[src/rtl/timer_pkg.sv]
// timer_pkg: shared constants and types for the timer peripheral.
// Holds register addresses, CTRL bit positions, mode codes, FSM states.
package timer_pkg;

  localparam logic [1:0] ADDR_CTRL   = 2'd0;
  localparam logic [1:0] ADDR_PRESET = 2'd1;
  localparam logic [1:0] ADDR_COUNT  = 2'd2;

  localparam int EN      = 0;
  localparam int MODE_LO = 1;
  localparam int MODE_HI = 2;
  localparam int IM      = 3;

  localparam logic [1:0] MODE_ONESHOT = 2'b00;
  localparam logic [1:0] MODE_RELOAD  = 2'b01;

  typedef enum logic [1:0] {
    IDLE,
    LOAD,
    CNT,
    INT
  } state_t;

endpackage

[src/rtl/timer.sv]
// timer: memory-mapped 32-bit down counter with maskable IRQ.
// Ports: Clock, Reset (sync, high), Addr[3:2], WE, WD -> RD, IRQ.
module timer
  import timer_pkg::*;
(
  input  logic        Clock,
  input  logic        Reset,
  input  logic [3:2]  Addr,
  input  logic        WE,
  input  logic [31:0] WD,
  output logic [31:0] RD,
  output logic        IRQ
);

  state_t      state, state_n;
  logic [3:0]  ctrl, ctrl_n;
  logic [31:0] preset, preset_n;
  logic [31:0] count, count_n;
  logic        pend, pend_n;

  always_ff @(posedge Clock) begin
    if (Reset) begin
      state  <= IDLE;
      ctrl   <= '0;
      preset <= '0;
      count  <= '0;
      pend   <= 1'b0;
    end else begin
      state  <= state_n;
      ctrl   <= ctrl_n;
      preset <= preset_n;
      count  <= count_n;
      pend   <= pend_n;
    end
  end

  always_comb begin
    state_n  = state;
    ctrl_n   = ctrl;
    preset_n = preset;
    count_n  = count;
    pend_n   = pend;

    unique case (state)
      IDLE: begin
        if (ctrl[EN]) state_n = LOAD;
      end
      LOAD: begin
        count_n = preset;
        state_n = CNT;
      end
      CNT: begin
        if (!ctrl[EN]) begin
          state_n = IDLE;
        end else if (count > 32'd1) begin
          count_n = count - 32'd1;
        end else begin
          count_n = '0;
          pend_n  = 1'b1;
          state_n = INT;
        end
      end
      INT: begin
        if (ctrl[MODE_HI:MODE_LO] == MODE_RELOAD)
          pend_n = 1'b0;
        else
          ctrl_n[EN] = 1'b0;
        state_n = IDLE;
      end
      default: state_n = IDLE;
    endcase

    // Bus writes come last so they win over the FSM.
    if (WE) begin
      unique case (Addr)
        ADDR_CTRL: begin
          ctrl_n = WD[3:0];
          pend_n = 1'b0;
        end
        ADDR_PRESET: begin
          preset_n = WD;
          pend_n   = 1'b0;
        end
        default: ;
      endcase
    end
  end

  always_comb begin
    unique case (Addr)
      ADDR_CTRL:   RD = {28'b0, ctrl};
      ADDR_PRESET: RD = preset;
      ADDR_COUNT:  RD = count;
      default:     RD = '0;
    endcase
  end

  assign IRQ = ctrl[IM] & pend;

endmodule

[config.mk]
export PLATFORM = sky130hd
export DESIGN_NAME = timer
export DESIGN_NICKNAME = d
export VERILOG_FILES = /design/src/rtl/timer_pkg.sv /design/src/rtl/timer.sv
export SDC_FILE = /design/constraint.sdc
export NUM_CORES = 1
export LEC_CHECK = 0
export CAP_MARGIN = 20
export CORE_MARGIN = 2
export CORE_UTILIZATION = 50
export CTS_BUF_LIST = sky130_fd_sc_hd__clkbuf_4
export CTS_CLUSTER_DIAMETER = 100
export DETAILED_ROUTE_END_ITERATION = 16
export PLACE_DENSITY = 0.79
export SLEW_MARGIN = 20
export SYNTH_ARGS = -nofsm -noshare
export SYNTH_HDL_FRONTEND = slang
export SYNTH_SLANG_ARGS = --single-unit
export TNS_END_PERCENT = 50
[constraint.sdc]
create_clock -name Clock -period 2.7 [get_ports Clock]
set_input_delay 0.54 -clock Clock [delete_from_list [all_inputs] [get_ports Clock]]
set_output_delay 0.54 -clock Clock [all_outputs]
set_load 0.02 [all_outputs]
==> results of run 1 <==
## critical path, cell delays in order
cell             delay (ns)
clkdlybuf4s50_1        0.50
nor2b_2                0.20
buf_12                 0.22
a22o_1                 0.22
dlygate4sd2_1          0.34
## flip-flops by register name, summed over array words and instances (netlist names)
register,flops
pend,1
ctrl,4
count,32
preset,32
state,2
## layer usage
layer  wire length [microns]  vias to the layer above
met4                     449                        0
li1                        -                     2157
met3                    1190                       44
met2                    6210                      275
met1                    6030                     2167
met5                       0                        -
## Yosys cell counts (8+ instances only)
| cell type | instances | area, sq um |
|---|---|---|
| a21oi_1 | 53 | 265 |
| a22o_1 | 28 | 245 |
| a31oi_1 | 15 | 93.8 |
| and3_1 | 9 | 56.3 |
| clkbuf_1 | 44 | 165 |
| dfxtp_1 | 71 | 1420 |
| inv_1 | 10 | 37.5 |
| mux2i_1 | 9 | 90.1 |
| nand2_1 | 109 | 409 |
| nand3_1 | 24 | 120 |
| nand4_1 | 8 | 50.1 |
| nor2_1 | 21 | 78.8 |
| nor3_1 | 10 | 50.1 |
| nor4_1 | 12 | 75.1 |
| o21ai_0 | 12 | 60.1 |
| or4_1 | 9 | 67.6 |
## repair_timing
item | 4_1_cts | 5_1_grt
setup endpoints to repair | 32 | 2
gates resized for setup | 32 | 1
cloned | 0 | 0
## final timing paths
check / from / slack, ns / to / depth (start not counted)
max: Addr[2] / 0.13 / RD[20] / 5
min: preset[30] / 0.48 / preset[30] / 2
max reg2reg: count[4] / 0.14 / count[8] / 6
min reg2reg: preset[30] / 0.48 / preset[30] / 2
## stage by stage
| step | worst slack [ns] | power (mW) | hold slack [ns] | std cells |
|---|---|---|---|---|
| after floorplan | 0.0353 | 1.25 | 0.445 | 536 |
| after global placement | -0.116 | 1.40 | 0.455 | 707 |
| after detailed placement | -0.129 | 1.41 | 0.468 | 707 |
| after CTS | 0.0427 | 2.25 | 0.485 | 723 |
| after global routing | 0.00746 | 2.32 | 0.507 | 723 |
| final | 0.131 | 2.25 | 0.482 | 723 |
## final cells by class
cell class                      instances  share of cell area, %
Clock buffer                            9                   1.30
Clock inverter                          7                   2.14
Inverter                               10                  0.721
Multi-Input combinational cell        406                   45.6
Sequential cell                        71                   27.3
Tap cell                              102                   2.45
Timing Repair Buffer                  118                   20.4
## logic make-up (layout without fill, tap and decap cells)
family                     count (synthesis)  in the layout
AOI/OAI and AO/OA                        164            164
and+or+nand+nor                          231            231
buffers and inverters                     59            144
DFF                                       71             71
adders and majority gates                  2              2
muxes                                      9              9
## power groups by stage
| stage | combinational (mW) | sequential, mW | clock (mW) |
|---|---|---|---|
| after global placement | 0.288 | 1.11 | 0 |
| after floorplan | 0.148 | 1.10 | 0 |
| after CTS | 0.290 | 1.09 | 0.874 |
| after detailed placement | 0.293 | 1.11 | 0 |
| final | 0.294 | 1.09 | 0.871 |
| after global routing | 0.318 | 1.09 | 0.913 |
==> reports/qor.txt, run 1 <==
status - completed
Worst-path clk slew - 0.11 ns
initial antenna violation count - 0
Synth cell types - 55
Crit path required time - 2.16 ns
Slew HR - 48.8%
Synth Flop Type - dfxtp_1
largest net degree at the start of global routing - 71
Pint - 1.66 mW
synthesized instance count - 536
multi-input logic area - 2380 sq um
pwr dens - 433 nW/um^2
CTS tree - yes
Die Ht - 93.8 microns
setup TNS - 0 ns
met2 Usage GRT - 52.7%
vias in the first global route - 4444
Clock power frac - 38.6%
commonest cells after routing, fill and taps aside - nand2_1, dfxtp_1, a21oi_1
Core Area - 7770 sq um
global-route usage over all layers - 33.1%
post-synthesis cell area - 4030 sq um
TritonCTS Buffers - 9
clk buf depth - 2
grt met1 use - 46.1%
first-pass GRT wire length - 22900 microns
Sequential Power Share - 48.3%
Post-Synth Adder-Cell Area - 0.621%
Sw Share - 26.2%
design area - 5200 sq um
max cap viols - 0
FF+latch count, synth - 71
M3 GR Usage - 3.69%
Final Util - 67.0%
Fill cells - 676
sequential cell area - 1420 sq um
min cycle time layout - 2.57 ns
Final ANT Viol Nets - 0
NetSw - 0.592 mW
Worst-Margin Slew - 0.768 ns
DR iter-0 viols - 374
die area - 8790 sq um
ratio of cells with drive above 1 in the final layout - 11.9%
busiest grt layer - met2
Placed Area - 5060 sq um
Seq/Total Area, Yosys - 35.3%
# DRC - 0
first drt pass iteration count - 5
Die Span X - 93.8 microns
Combinational Power Share - 13.0%
share of the clock period used by the worst path - 95.1%
number of synthesized flops with an enable pin - 0
f_max - 0.389 GHz
simple-gate share of the synthesized area - 27.5%
Ys Warns - 0
Compound-Gate Fraction of Synth Area - 28.4%
CTS HTree Levels - 3
Final Wtd Congestion - 0.961
Mapped Avg Cell Area - 7.52 sq um
n_diodes - 0
final setup vio count - 0
synthesis-to-layout area growth - 29.2%
Root Driver - clkbuf_4
clock sink count - 71
commonest non-fill, non-tap cell in the layout - nand2_1
# hold bufs at CTS - 0
Startpoint Class - input port
WL/cell - 19.2 microns
largest family of logic cells by synthesized area - compound AO/OA/AOI/OAI gates
Synth Area in XOR/XNOR - 0%
Detailed Route WL - 13900 microns
Post-DP HPWL - 9590 microns
Async SR Flop Fraction - 0%
Max VDD drop - 0.275 mV
Initial Util - 51.9%
RSZ-0062 raised after global routing - false
DR vias/cell - 6.42
mux cell area share after synthesis - 2.24%
class of the most critical setup path - input port to primary output
Fin. Hold Viols - 0
worst endpoint data arrival time - 2.03 ns
number of buffers added on ports - 69
Hold Crit Class - register to register
Final #Nets - 655
DR vias - 4643
CP max FO - 34
Max Slew Vio Count - 0
GR Overflow Total - 0
Worst Setup End Kind - primary output
Setup Fix Bufs, Post-CTS - 0
worst-skew pair later-pin latency - 0.42 ns
Std-Cell Rows - 32
clk_skew - 0.0103 ns
leakage dissipation - 2.23 nW
number of I/O pins - 70
Net Count, Synth - 575
(Power assumes the default switching activity.)
==> run 2: changes to the inputs <==
- HOLD_SLACK_MARGIN: unset -> 0.03
==> results of run 2 <==
No change in the layout: final DEF, timing and power equal those of run 1.
